File: src/rtl/ram_dump_reader_if.sv
// Bus bundle between the dump reader, the data RAM read port and the
// downstream pixel consumer.
interface ram_dump_reader_if #(
   parameter int ADDR_W = 14,
   parameter int DATA_W = 32
);
   logic [ADDR_W-1:0] mem_addr;
   logic              mem_rd_en;
   logic [DATA_W-1:0] mem_data;
   logic [DATA_W-1:0] pix_data;
   logic              pix_valid;
   logic              pix_ready;
   logic              pix_last;

   // reader side: drives the RAM address and the pixel stream
   modport master (
      output mem_addr, mem_rd_en, pix_data, pix_valid, pix_last,
      input  mem_data, pix_ready
   );

   // RAM + consumer side
   modport slave (
      input  mem_addr, mem_rd_en, pix_data, pix_valid, pix_last,
      output mem_data, pix_ready
   );
endinterface

File: src/rtl/ram_dump_reader.sv
// Streams the result image out of the processor data RAM in row-major
// order once the processor signals completion. One RAM read per word,
// address built incrementally (row_base += WIDTH) so no multiplier is needed.
module ram_dump_reader #(
   parameter int WIDTH  = 100,
   parameter int HEIGHT = 100,
   parameter int ADDR_W = 14,
   parameter int DATA_W = 32
) (
   input  logic                 clk,
   input  logic                 rst,
   input  logic                 start_dump,
   ram_dump_reader_if.master    bus,
   output logic                 busy,
   output logic                 dump_done
);
   localparam logic [2:0] IDLE   = 3'd0;
   localparam logic [2:0] ISSUE  = 3'd1;
   localparam logic [2:0] WAIT   = 3'd2;
   localparam logic [2:0] OUT    = 3'd3;
   localparam logic [2:0] FINISH = 3'd4;

   localparam int I_W = (HEIGHT > 1) ? $clog2(HEIGHT) : 1;
   localparam int J_W = (WIDTH > 1) ? $clog2(WIDTH) : 1;

   logic [2:0]        state_reg;
   logic [I_W-1:0]    i_reg;
   logic [J_W-1:0]    j_reg;
   logic [ADDR_W-1:0] row_base_reg;
   logic              last_pos;
   logic              row_end;

   assign row_end  = (j_reg == J_W'(WIDTH - 1));
   assign last_pos = (i_reg == I_W'(HEIGHT - 1)) && row_end;

   // Scan FSM: ISSUE presents the address, WAIT lets the RAM respond,
   // OUT holds the word until the consumer takes it.
   always_ff @(posedge clk or posedge rst) begin
      if (rst) begin
         state_reg     <= IDLE;
         i_reg         <= '0;
         j_reg         <= '0;
         row_base_reg  <= '0;
         bus.mem_addr  <= '0;
         bus.mem_rd_en <= 1'b0;
         bus.pix_data  <= '0;
         bus.pix_valid <= 1'b0;
         bus.pix_last  <= 1'b0;
         busy          <= 1'b0;
         dump_done     <= 1'b0;
      end else begin
         case (state_reg)
            IDLE: begin
               if (start_dump) begin
                  i_reg         <= '0;
                  j_reg         <= '0;
                  row_base_reg  <= '0;
                  bus.mem_addr  <= '0;
                  bus.mem_rd_en <= 1'b1;
                  busy          <= 1'b1;
                  state_reg     <= ISSUE;
               end
            end
            ISSUE: begin
               bus.mem_rd_en <= 1'b0;
               state_reg     <= WAIT;
            end
            WAIT: begin
               bus.pix_data  <= bus.mem_data;
               bus.pix_last  <= last_pos;
               bus.pix_valid <= 1'b1;
               state_reg     <= OUT;
            end
            OUT: begin
               if (bus.pix_ready) begin
                  bus.pix_valid <= 1'b0;
                  bus.pix_last  <= 1'b0;
                  if (bus.pix_last) begin
                     dump_done <= 1'b1;
                     state_reg <= FINISH;
                  end else if (row_end) begin
                     // wrap to the next row: the next address is the new row base
                     j_reg         <= '0;
                     i_reg         <= i_reg + 1'b1;
                     row_base_reg  <= row_base_reg + ADDR_W'(WIDTH);
                     bus.mem_addr  <= row_base_reg + ADDR_W'(WIDTH);
                     bus.mem_rd_en <= 1'b1;
                     state_reg     <= ISSUE;
                  end else begin
                     j_reg         <= j_reg + 1'b1;
                     bus.mem_addr  <= row_base_reg + ADDR_W'(j_reg) + ADDR_W'(1);
                     bus.mem_rd_en <= 1'b1;
                     state_reg     <= ISSUE;
                  end
               end
            end
            FINISH: begin
               dump_done <= 1'b0;
               busy      <= 1'b0;
               state_reg <= IDLE;
            end
            default: begin
               bus.mem_rd_en <= 1'b0;
               bus.pix_valid <= 1'b0;
               bus.pix_last  <= 1'b0;
               dump_done     <= 1'b0;
               busy          <= 1'b0;
               state_reg     <= IDLE;
            end
         endcase
      end
   end
endmodule

File: src/flat_wrapper.sv
// flat-port wrapper written by rule: the top's interface ports become plain ports
module ram_dump_reader_flat 
#(
   parameter int WIDTH  = 100,
   parameter int HEIGHT = 100,
   parameter int ADDR_W = 14,
   parameter int DATA_W = 32
)
  (clk, rst, start_dump, busy, dump_done, bus_mem_addr, bus_mem_rd_en, bus_pix_data, bus_pix_valid, bus_pix_last, bus_mem_data, bus_pix_ready);
  ram_dump_reader_if #(.ADDR_W(ADDR_W), .DATA_W(DATA_W)) bus_i ();
  input  logic clk;
  input  logic rst;
  input  logic start_dump;
  output logic busy;
  output logic dump_done;
  output wire logic [$bits(bus_i.mem_addr)-1:0] bus_mem_addr;
  output wire logic [$bits(bus_i.mem_rd_en)-1:0] bus_mem_rd_en;
  output wire logic [$bits(bus_i.pix_data)-1:0] bus_pix_data;
  output wire logic [$bits(bus_i.pix_valid)-1:0] bus_pix_valid;
  output wire logic [$bits(bus_i.pix_last)-1:0] bus_pix_last;
  input wire logic [$bits(bus_i.mem_data)-1:0] bus_mem_data;
  input wire logic [$bits(bus_i.pix_ready)-1:0] bus_pix_ready;
  assign bus_mem_addr = bus_i.mem_addr;
  assign bus_mem_rd_en = bus_i.mem_rd_en;
  assign bus_pix_data = bus_i.pix_data;
  assign bus_pix_valid = bus_i.pix_valid;
  assign bus_pix_last = bus_i.pix_last;
  assign bus_i.mem_data = bus_mem_data;
  assign bus_i.pix_ready = bus_pix_ready;
  ram_dump_reader #(.WIDTH(WIDTH), .HEIGHT(HEIGHT), .ADDR_W(ADDR_W), .DATA_W(DATA_W)) u_core (.clk(clk), .rst(rst), .start_dump(start_dump), .bus(bus_i), .busy(busy), .dump_done(dump_done));
endmodule
File: config.mk
export PLATFORM = sky130hd
export DESIGN_NAME = ram_dump_reader_flat
export DESIGN_NICKNAME = d
export VERILOG_FILES = /design/src/rtl/ram_dump_reader_if.sv /design/src/rtl/ram_dump_reader.sv /design/src/flat_wrapper.sv
export SDC_FILE = /design/constraint.sdc
export NUM_CORES = 1
export LEC_CHECK = 0
export ABC_AREA = 1
export BUFFER_PORTS_ARGS = -buffer_cell sky130_fd_sc_hd__buf_2
export CORE_MARGIN = 1
export CORE_UTILIZATION = 55
export CTS_CLUSTER_SIZE = 25
export DETAILED_ROUTE_END_ITERATION = 16
export HOLD_SLACK_MARGIN = 0.1
export PLACE_DENSITY = 0.79
export SLEW_MARGIN = 20
export SYNTH_ARGS = -nofsm -noshare
export SYNTH_HDL_FRONTEND = slang
export SYNTH_SLANG_ARGS = --single-unit
File: constraint.sdc
create_clock -name clk -period 2.95 [get_ports clk]
set_input_delay 0.295 -clock clk [delete_from_list [all_inputs] [get_ports clk]]
set_output_delay 0.295 -clock clk [all_outputs]
set_load 0.05 [all_outputs]
Word-level counts from Yosys, hierarchy flattened. Cells that the tools add are included.

Output and inout port bits: 51. Register bits after elaboration: 82. Input port bits: 36. Word-level logic and storage cells: 78.

Add/subtract/negate cells: 5. Bitwise logic cells: 4. Reduce and logical (&&, ||, !) cells: 14. Equality and inequality tests: 11. Multiplexer cells: 33.

Operators with widths (number): 14-bit two-way mux (7); 14-bit one-hot mux with 2 select lines (2); 7-bit two-way mux (7); 7-bit one-hot mux with 2 select lines (2); 14-bit by 1-bit adder with 14-bit output (second input constant) (1); 14-bit by 7-bit adder with 14-bit output (1); 14-bit by 7-bit adder with 14-bit output (second input constant) (1); 7-bit by 1-bit adder with 7-bit output (second input constant) (2); 7-bit equality test (second input constant) (2); 3-bit one-hot mux with 4 select lines (1); 3-bit two-way mux (3); 1-bit one-hot mux with 3 select lines (3); 3-bit OR reduction (3); 4-bit AND reduction (2); 3-bit by 2-bit equality test with 1-bit output (second input constant) (2); 1-bit two-way mux (6); 2-bit != test (second input constant) (3); 2-bit AND reduction (3); 5-bit AND reduction (1); 2-bit by 1-bit != test with 1-bit output (second input constant) (2); 1-bit inverter (4); 1-bit one-hot mux with 2 select lines (2); 3-bit by 1-bit equality test with 1-bit output (second input constant) (1); 3-bit equality test (second input constant) (1); other kinds (5) (5).

Logic depth before layout (Yosys ltp). Gate-level depths: netlist of the first run.

Word-level depth: 6. Gate-level depth with buffers: 11. Depth with buffers taken out: 11.

Worst setup path after synthesis of the first run. OpenSTA, ideal clock, no wires.

Path type: reg2reg. Start: reg u_core.j_reg[0]. End: reg u_core.row_base_reg[7]. Period minus slack after synthesis: 1.676 ns. Required time: 2.826 ns. Cell stages (with the launch flop): 10. Arrival time: 1.552 ns. Path buffers: 2. Setup slack: 1.274 ns. Setup time: 0.124 ns. Cell sequence: dfrtp_1 ha_1 clkbuf_2 nand4_2 clkinv_1 nor2_2 nor2_4 buf_6 nand2_4 o21ai_2.

Word-level cells in the longest chain between the ends: 3.

RTL lines: start, declared (line ram_dump_reader.sv:28) `logic [J_W-1:0] j_reg;`; start signal, assigned (line ram_dump_reader.sv:90) `j_reg <= j_reg + 1'b1;`; 7-bit equality test (line ram_dump_reader.sv:33) `assign row_end = (j_reg == J_W'(WIDTH - 1));`; 2-bit by 1-bit != test with 1-bit output (no source line); 5-bit AND reduction (no source line); end signal, assigned (line ram_dump_reader.sv:85) `row_base_reg <= row_base_reg + ADDR_W'(WIDTH);`; end, declared (line ram_dump_reader.sv:29) `logic [ADDR_W-1:0] row_base_reg;`.

Every way passes these cells. A chain may end at the register's enable or synchronous reset.

Final worst setup path of the first run.
Start: reg u_core.j_reg[0]. End: reg u_core.row_base_reg[10].

Same word-level chain as after synthesis.

==> out/results.ini, run 1 <==
[floorplan]
die_y_um = 89.6
num_rows = 31
die_width_um = 89.6
dieArea_mm2 = 0.00803
io_pins = 87
start_util_pct = 57.6
core_mm2 = 0.00733

[clock_tree]
cts_max_level = 3
clock_latency_ns = 0.36
cts.sinks = 80
cts_max_path_buffers = 2
root_buffer = clkbuf_8
cts_buffers = 9
cts_tree = yes
clk_pin_slew_ns = 0.08

[drt]
wl_met3_um = 683
via_per_inst = 5.31
wl_met2_mm = 4.60
drtPass1Iterations = 5
num_vias = 3646
wl_met1_mm = 4.48
drc = 0
detail-route-antenna-nets = 0
highest_layer = met4
drtIter0Drc = 238
wl_per_cell_um = 14.5
wl_mm = 9.97

[place]
place.gp.congestion = 0.926
pre_cts_ws_ns = 0.893
port_buffers = 86
dpl.hpwl_mm = 7.34

[yosys]
synth-main-ff-cell = dfrtp_1
syn_nets = 538
ys_warn_count = 0
synth_top_family_by_area = simple AND/OR/NAND/NOR gates
synth-adder-area-share_pct = 2.37
ys_seq_elements = 80
ys_types = 38
synth_area_mm2 = 0.00422
async_reset_ff_share_pct = 100
synth.mux.area_fraction_pct = 8.53
avgSynthCellArea_um2 = 8.55
yosysSeqAreaShare_pct = 47.4
synth_compound_area_share_pct = 6.19
synth_edf_count = 0
yosys.area_share.simple_pct = 26.8
synthCells = 494
synthXorXnorAreaFrac_pct = 2.49

[global_route]
antenna_found_initial = 0
grt_max_degree = 44
grt.overflow.total = 0
grt_pass1_wl_mm = 16.1
grt.total_usage_pct = 26.9
first_global_vias = 3405

[final_layout]
final_cell_mix = nand2_1 (152), buf_2 (86), dfrtp_1 (80), nand3_1 (47), inv_1 (42)
multi_input_area_mm2 = 0.00196
num-fill-cells = 556
syn_to_final_growth_pct = 17.7
nNetsFinal = 628
layout_commonest_cell = nand2_1
seq_area_mm2 = 0.00200
largest_reg_flops = 32
diodes = 0
drive_above_1_share_pct = 28.2

[sta]
rsz0062_at_grt = false
period_needed_ns = 2.13
fin_tns_setup_ns = 0
setup_violations = 0
hold_violations = 0
tightest_slew_ns = 0.670
worst_slack_ns = 0.823
fin_hold_ws_ns = 0.163
fmax_mhz = 470
finClkSkew_ns = 0.00555
drv_slew = 0
post-route-period-util_pct = 72.1
max_slew_margin_pct = 55.3

[critical_path]
arrival_ns = 2.42
path_class = register to register
cp.required_ns = 3.24
end_kind = register
cp_max_fo = 19
worst_setup_path_start_kind = register

[power]
power_density_mw_per_mm2 = 1100
p_total_mw = 5.47
power_leakage_nw = 2.58
peakVddDrop_v = 0.000934

[outcome]
outcome = finished clean

[run]
cap_violations = 0

[worst_hold_path]
min_path_type = input pin to register

[per-stage QoR]
step / util, % / area [µm²] / cells
finish: 67.8 / 4970 / 687
global placement: 64.7 / 4750 / 671
detailed placement: 64.7 / 4750 / 671
global route: 67.8 / 4970 / 687
floorplan: - / 4220 / 494
CTS: 67.8 / 4970 / 687
[layer usage]
metal / up-vias / track usage [%]
met1: 1683 / 37.4
li1: 1780 / -
met4: 0 / 11.0
met5: - / 0
met3: 17 / 5.30
met2: 166 / 41.7
[layout make-up]
class                      instances  area share [%]
timing repair buffer              91            9.71
clock buffer                       9            2.49
multi-input combinational        353            39.4
tap                               99            2.49
sequential                        80            40.3
inverter                          49            3.77
clock inverter                     6            1.86
[cell usage after synthesis (all sizes together) (2+ instances only)]
cell	instances	area share, %
inv	48	4.3
nand4	9	1.5
clkbuf	2	0.21
buf	10	1.6
nand2	158	15
and2	6	0.89
mux2	32	8.5
ha	8	2.4
xor2	10	2.1
a31oi	2	0.30
dfrtp	80	47
a21oi	13	1.5
xnor2	2	0.41
nor2	34	3.7
nand3	48	5.8
o21ai	25	3.9
or2	2	0.30
[what timing repair did]
action                    CTS  global route
resized for setup           0             0
hold buffers                1             0
hold endpoints to repair   37             0
setup buffers               0             0
[critical path: stages (launching register included)]
cell and delay, ns:
dfrtp_1 0.45, ha_1 0.34, nand4_2 0.15, clkinv_1 0.33
nor2_2 0.31, nor2_4 0.13, inv_4 0.19, nand2_1 0.10
o21ai_2 0.06
[power by group]
group / internal (mW) / total, mW / switching [mW]
logic: 0.802 / 2.84 / 2.04
registers: 1.46 / 1.73 / 0.272
clock network: 0.478 / 0.896 / 0.418
total: 2.74 / 5.47 / 2.73
[final timing paths]
kind / start / endpoint / slack (ns) / depth (start not counted)
setup / recovery: u_core.j_reg[0]$_DFFE_PP0P_ / u_core.row_base_reg[10]$_DFFE_PP0P_ / 0.82 / 8
hold / removal: bus_mem_data[9] / u_core.bus.pix_data[9]$_DFFE_PP0P_ / 0.16 / 2
setup reg to reg: u_core.j_reg[0]$_DFFE_PP0P_ / u_core.row_base_reg[10]$_DFFE_PP0P_ / 0.82 / 8
hold reg to reg: u_core.bus.pix_valid$_DFFE_PP0P_ / u_core.bus.pix_valid$_DFFE_PP0P_ / 0.48 / 2
max in group asynchronous: rst / u_core.bus.mem_addr[1]$_DFFE_PP0P_ / 1.75 / 4
min in group asynchronous: rst / u_core.bus.pix_data[6]$_DFFE_PP0P_ / 0.56 / 3
[kinds of logic (layout without fill, tap and decap cells)]
kind of cell               Yosys count  after routing
and+or+nand+nor                    258            258
AOI/OAI and AO/OA                   43             43
muxes                               32             32
xor gates and xnor gates            12             12
DFF                                 80             80
adders and majority gates            8              8
buffers and inverters               61            155
(Power assumes the default switching activity.)
==> run 2, diff against run 1 <==
--- a/config.mk
+++ b/config.mk
@@ -8,11 +8,11 @@
 export ABC_AREA = 1
 export BUFFER_PORTS_ARGS = -buffer_cell sky130_fd_sc_hd__buf_2
 export CORE_MARGIN = 1
-export CORE_UTILIZATION = 55
+export CORE_UTILIZATION = 50
 export CTS_CLUSTER_SIZE = 25
 export DETAILED_ROUTE_END_ITERATION = 16
 export HOLD_SLACK_MARGIN = 0.1
-export PLACE_DENSITY = 0.79
+export PLACE_DENSITY = 0.76
 export SLEW_MARGIN = 20
 export SYNTH_ARGS = -nofsm -noshare
 export SYNTH_HDL_FRONTEND = slang
==> constraint.sdc (replaced) <==
create_clock -name clk -period 1.7 [get_ports clk]
set_input_delay 0.17 -clock clk [delete_from_list [all_inputs] [get_ports clk]]
set_output_delay 0.17 -clock clk [all_outputs]
set_load 0.05 [all_outputs]
==> run 2 against run 1 <==
The flow now finishes with violations (negative setup slack); final cell count up 11%; maximum frequency up 22%; clock skew up 0.0095 ns; final area up 16%; critical path type unchanged; critical endpoint is now u_core.bus.mem_addr[7]$_DFFE_PP0P_; largest cell class is now multi-input combinational cells.
==> out/results.ini, run 2 (synthesis gave the netlist of run 1 again) <==
[critical_path]
worst_setup_path_start_kind = register
reg2reg_from = u_core.row_base_reg[2]$_DFFE_PP0P_
cp_max_fo = 6
critical_path.max_stage_delay_ns = 0.47
reg2reg_slack_ns = -0.04
reg2reg_to = u_core.bus.mem_addr[7]$_DFFE_PP0P_
arrival_ns = 1.98
cpMostUsedCell = nand2_1
path_class = register to register
worstPathCellList = buf_4 -> nand3_1 -> nand2_1 -> xor2_1 -> a21oi_1 -> o21ai_1 -> nand2_1
end_kind = register
cp.required_ns = 1.94
r2r_cells = 7
crit_slowest_cell = dfrtp_2

[final_layout]
diodes = 0
final_cell_mix = nand2_1 (146), buf_2 (86), dfrtp_1 (69), nand3_1 (44), inv_1 (39)
syn_to_final_growth_pct = 37.1
nNetsFinal = 697
drive_above_1_share_pct = 36.0
layout_commonest_cell = nand2_1
finish.instance_area_mm2 = 0.00579
largest_reg_flops = 32
final_util_pct = 70.8

[sta]
hold_violations = 0
period_needed_ns = 1.74
tightest_slew_ns = 0.431
max_slew_margin_pct = 71.3
post-route-period-util_pct = 102
finClkSkew_ns = 0.0150
setup_violations = 2
fmax_mhz = 576
drv_slew = 0
fin_tns_setup_ns = -0.0391
worst_slack_ns = -0.0368

[outcome]
violations = negative setup slack
outcome = finished with violations

[global_route]
grt_pass1_wl_mm = 18.7
first_global_vias = 4033
grt.total_usage_pct = 27.8
antenna_found_initial = 0
grt_max_degree = 81
grt.overflow.total = 0

[clock_tree]
cts_max_path_buffers = 2
clk_pin_slew_ns = 0.10
clock_latency_ns = 0.38
cts_max_level = 3
cts_tree = yes
root_buffer = clkbuf_8
cts.sinks = 80
cts_buffers = 9

[floorplan]
core_mm2 = 0.00818
die_y_um = 93.9
num_rows = 33
start_util_pct = 51.7
io_pins = 87
dieArea_mm2 = 0.00882
die_width_um = 93.9

[drt]
drtIter0Drc = 388
wl_per_cell_um = 16.8
drtPass1Iterations = 5
detail-route-antenna-nets = 0
via_per_inst = 5.49
num_vias = 4189
drc = 0
wl_mm = 12.9

[worst_hold_path]
holdPathStages = 5
hp-start = bus_pix_ready
min_path_type = input pin to register
hold-path-endpoint = u_core.state_reg[1]$_DFFE_PP0P_

[place]
place.gp.congestion = 0.943
pre_cts_ws_ns = -0.0356
placed_cell_area_mm2 = 0.00490
dpl.hpwl_mm = 7.14
port_buffers = 86

[power]
power_leakage_nw = 2.89
peakVddDrop_v = 0.00143
p_total_mw = 10.9
power_density_mw_per_mm2 = 1880

[run]
cap_violations = 0

==> run 2: changes by cell type in the layout (fill, tap and decap cells not counted), sizes merged <==
cell and change:
inv +3, clkinv +1, clkbuf +1, buf +34, dlygate4sd3 +33, bufinv -2
==> run 2: cell type report <==
class / count / area, µm²
clock buffers: 10 / 138
clock inverters: 6 / 57.6
fillers: 515 / 2380
inverters: 49 / 204
multi-input cells: 353 / 2120
flip-flops and latches: 80 / 2020
well taps: 105 / 131
repair buffers: 158 / 1110
repair inverters: 2 / 11.3
==> run 2: layer usage <==
metal | share of wire, % | track usage (%) | wire length [µm]
met3 | 7.9 | 8.01 | 1010
met5 | 0 | 0 | 0
met2 | 50 | 47.3 | 6410
met1 | 38 | 33.2 | 4890
met4 | 4.2 | 10.3 | 544
==> run 2: per-stage QoR <==
step / hold WS [ns] / instances
after floorplan: 0.321 / 494
after global placement: 0.320 / 695
after detailed placement: 0.328 / 695
after CTS: 0.209 / 745
after global routing: 0.272 / 763
final: 0.281 / 763
==> run 2: critical path, delay by kind of cell, from the launching register on <==
kind	cells	cell delay, ns
flip-flops	1	0.47
AND/OR/NAND/NOR	3	0.44
XOR/XNOR	1	0.28
AO/OA/AOI/OAI	2	0.25
buffers and inverters	1	0.17
==> run 2: repair_timing <==
item / CTS / global route
resized for setup: 2 / 54
cloned: 0 / 2
buffers inserted: 0 / 16
hold endpoints to repair: 113 / 0
endpoints found under the setup margin: 2 / 39
hold buffers: 34 / 0
pin swaps: 0 / 10
==> run 2: worst max path at each step <==
stage                                        from                                 end  slack, ns  cells after the start
3_5_place_dp          u_core.j_reg[2]$_DFFE_PP0P_  u_core.bus.mem_addr[6]$_DFFE_PP0P_      -0.04                      8
4_1_cts               u_core.j_reg[2]$_DFFE_PP0P_  u_core.bus.mem_addr[6]$_DFFE_PP0P_      0.005                      8
5_1_grt        u_core.row_base_reg[2]$_DFFE_PP0P_  u_core.bus.mem_addr[7]$_DFFE_PP0P_       -0.1                      7
6_report       u_core.row_base_reg[2]$_DFFE_PP0P_  u_core.bus.mem_addr[7]$_DFFE_PP0P_      -0.04                      7
3_3_place_gp          u_core.j_reg[2]$_DFFE_PP0P_  u_core.bus.mem_addr[6]$_DFFE_PP0P_      0.002                      8
2_1_floorplan         u_core.j_reg[0]$_DFFE_PP0P_  u_core.row_base_reg[8]$_DFFE_PP0P_       0.02                      9
==> run 2: power by group <==
| group | switching, mW | internal [mW] | leakage, nW |
|---|---|---|---|
| Sequential | 0.553 | 2.55 | 0.998 |
| Combinational | 4.16 | 2.18 | 1.79 |
| Clock | 0.830 | 0.610 | 0.102 |
==> run 3, diff against run 2 <==
--- a/config.mk
+++ b/config.mk
@@ -5,14 +5,13 @@
 export SDC_FILE = /design/constraint.sdc
 export NUM_CORES = 1
 export LEC_CHECK = 0
-export ABC_AREA = 1
 export BUFFER_PORTS_ARGS = -buffer_cell sky130_fd_sc_hd__buf_2
 export CORE_MARGIN = 1
-export CORE_UTILIZATION = 50
+export CORE_UTILIZATION = 49
 export CTS_CLUSTER_SIZE = 25
 export DETAILED_ROUTE_END_ITERATION = 16
 export HOLD_SLACK_MARGIN = 0.1
-export PLACE_DENSITY = 0.76
+export PLACE_DENSITY = 0.75
 export SLEW_MARGIN = 20
 export SYNTH_ARGS = -nofsm -noshare
 export SYNTH_HDL_FRONTEND = slang
==> run 3 against run 2 <==
The flow still finishes with violations (negative setup slack); final cell count fell by 12%; clock power is 3% higher; die area shrank 3.5%; total power fell by 14%; register-to-register slack got worse by 0.31 ns; largest cell class unchanged; count of clock-buffer cells in the layout up 1.
==> out/results.ini, run 3 <==
[clock_tree]
clock_latency_ns = 0.36
cts_tree = yes
root_buffer = clkbuf_8
cts_buffers = 9
clk_pin_slew_ns = 0.09
cts.sinks = 80
cts_max_level = 3
cts_max_path_buffers = 2

[critical_path]
cp_max_fo = 4
end_kind = register
cp.required_ns = 1.94
arrival_ns = 2.30
worst_setup_path_start_kind = register
path_class = register to register

[yosys]
yosysSeqAreaShare_pct = 50.1
yosys.area_share.simple_pct = 15.4
ys_warn_count = 0
syn_nets = 414
synth_area_mm2 = 0.00399
synth_compound_area_share_pct = 13.9
synth_top_family_by_area = simple AND/OR/NAND/NOR gates
synth-adder-area-share_pct = 2.51
ys_seq_elements = 80
ys_types = 63
avgSynthCellArea_um2 = 10.8
yosysMostFrequentCell = dfrtp_1
synth.mux.area_fraction_pct = 9.28
async_reset_ff_share_pct = 100
synthCells = 370
synthXorXnorAreaFrac_pct = 5.26
synth_edf_count = 0
yosysTopAreaCell = dfrtp_1
synth_area_leaders = dfrtp_1 (50%), mux2_2 (9.0%), xnor2_1 (4.2%)
synth-main-ff-cell = dfrtp_1
synth_common_cells = dfrtp_1 (80), nand2_1 (36), mux2_2 (32)
synth_top_area_share_pct = 50.1

[place]
placed_cell_area_mm2 = 0.00509
port_buffers = 86
dp.cells = 610
dpl.hpwl_mm = 7.48
place.gp.congestion = 0.851

[global_route]
first_global_vias = 3907
grt_pass1_wl_mm = 18.6
grt_max_degree = 40
grt.overflow.total = 0
antenna_found_initial = 0
grt.total_usage_pct = 28.2

[sta]
post-route-period-util_pct = 121
finClkSkew_ns = 0.0114
max_slew_margin_pct = 62.3
tightest_slew_ns = 0.564
hold_violations = 0
setup_violations = 30
drv_slew = 0
fin_tns_setup_ns = -4.21
fmax_mhz = 488
worst_slack_ns = -0.351
period_needed_ns = 2.05
rsz0062_at_grt = true

[final_layout]
largest_reg_flops = 32
final_util_pct = 78.0
layout_commonest_cell = buf_2
syn_to_final_growth_pct = 52.5
diodes = 0
drive_above_1_share_pct = 50.5
final_cell_mix = buf_2 (86), dfrtp_1 (74), buf_4 (59), dlygate4sd3_1 (33), mux2_2 (32)
fin_cells = 668
nNetsFinal = 605
finish.instance_area_mm2 = 0.00609

[run]
cap_violations = 0

[drt]
wl_mm = 12.6
drc = 0
drtPass1Iterations = 5
num_vias = 3897
detail-route-antenna-nets = 0
drtIter0Drc = 261
wl_per_cell_um = 18.8
via_per_inst = 5.83

[floorplan]
num_rows = 32
io_pins = 87
die_y_um = 92.3
die_width_um = 92.3
core_mm2 = 0.00781
start_util_pct = 51.1
dieArea_mm2 = 0.00851

[outcome]
outcome = finished with violations
violations = negative setup slack

[worst_hold_path]
min_path_type = input pin to register

[power]
power_density_mw_per_mm2 = 1530
power_leakage_nw = 2.79
peakVddDrop_v = 0.00173

==> run 3: changes by cell type in the layout (fill, tap and decap cells not counted), sizes merged, moves of 5 or more <==
cell,change
nand2,-122
xnor2,+17
o21ai,+5
nand3,-38
nor3,+7
o31ai,+6
xor2,-5
inv,-44
buf,+38
==> run 3: layout make-up <==
type	count	area (µm²)
clock buffer	11	141
clock inverter	5	63.8
fill	458	1720
inverter	7	30.0
multi-input combinational	268	2290
sequential	80	2010
tap	102	128
timing repair buffer	195	1430
==> run 3: final timing paths <==
path	from	to	slack, ns	cells past startpoint
max in group asynchronous	rst	u_core.bus.pix_data[1]$_DFFE_PP0P_	0.73	4
min reg2reg	u_core.bus.mem_addr[5]$_DFFE_PP0P_	u_core.bus.mem_addr[5]$_DFFE_PP0P_	0.48	2
max	u_core.j_reg[2]$_DFFE_PP0P_	u_core.bus.mem_addr[13]$_DFFE_PP0P_	-0.35	6
min	start_dump	u_core.state_reg[0]$_DFFE_PP0P_	0.22	4
max reg2reg	u_core.j_reg[2]$_DFFE_PP0P_	u_core.bus.mem_addr[13]$_DFFE_PP0P_	-0.35	6
min in group asynchronous	rst	u_core.bus.mem_addr[0]$_DFFE_PP0P_	0.40	3
==> run 3: worst max-delay path, stage by stage, from the launching register on <==
cell and delay, ns:
dfrtp_2 0.46, ha_4 0.30, and3_4 0.21, o221ai_4 0.13
a211oi_1 0.45, mux2i_1 0.30, nand2_1 0.08
==> run 3: metrics by stage <==
| stage | worst slack [ns] | total power, mW | hold slack (ns) |
|---|---|---|---|
| 2_1_floorplan | -0.210 | 6.02 | 0.322 |
| 3_3_place_gp | -0.209 | 7.17 | 0.253 |
| 3_5_place_dp | -0.260 | 7.31 | 0.256 |
| 4_1_cts | -0.253 | 8.91 | 0.206 |
| 5_1_grt | -0.379 | 9.69 | 0.237 |
| 6_report | -0.351 | 9.31 | 0.219 |
==> run 3: metal layers <==
| layer | track usage [%] | up-vias | part of all wire, % | wire length, µm |
|---|---|---|---|---|
| met5 | 0 | - | 0 | 0 |
| met4 | 8.72 | 0 | 4.1 | 514 |
| met3 | 5.64 | 66 | 6.9 | 863 |
| met2 | 50.2 | 220 | 51 | 6430 |
| met1 | 34.2 | 1886 | 38 | 4740 |
| li1 | - | 1725 | - | - |
==> run 3: cells by family (layout without fill, tap and decap cells) <==
kind of cell	after synthesis	in the layout
AND/OR/NAND/NOR	119	120
XOR/XNOR	24	24
AO/OA/AOI/OAI	83	83
buffers and inverters	23	218
adder cells (fa/ha/maj)	8	8
multiplexers	33	33
flip-flops	80	80
==> run 3: repair_timing <==
item	in CTS	in global routing
hold buffers	33	0
resized for setup	21	79
endpoints found under the hold margin	52	0
endpoints found under the setup margin	30	30
gates cloned	0	1
setup buffers	3	5
pin swaps	6	34
==> run 3: report_power, final <==
part | switching (mW) | leakage, nW | total [mW] | internal [mW]
Combinational | 3.25 | 1.68 | 4.98 | 1.73
Sequential | 0.380 | 1.01 | 2.84 | 2.46
Clock | 0.755 | 0.101 | 1.49 | 0.733
Total | 4.38 | 2.79 | 9.31 | 4.92
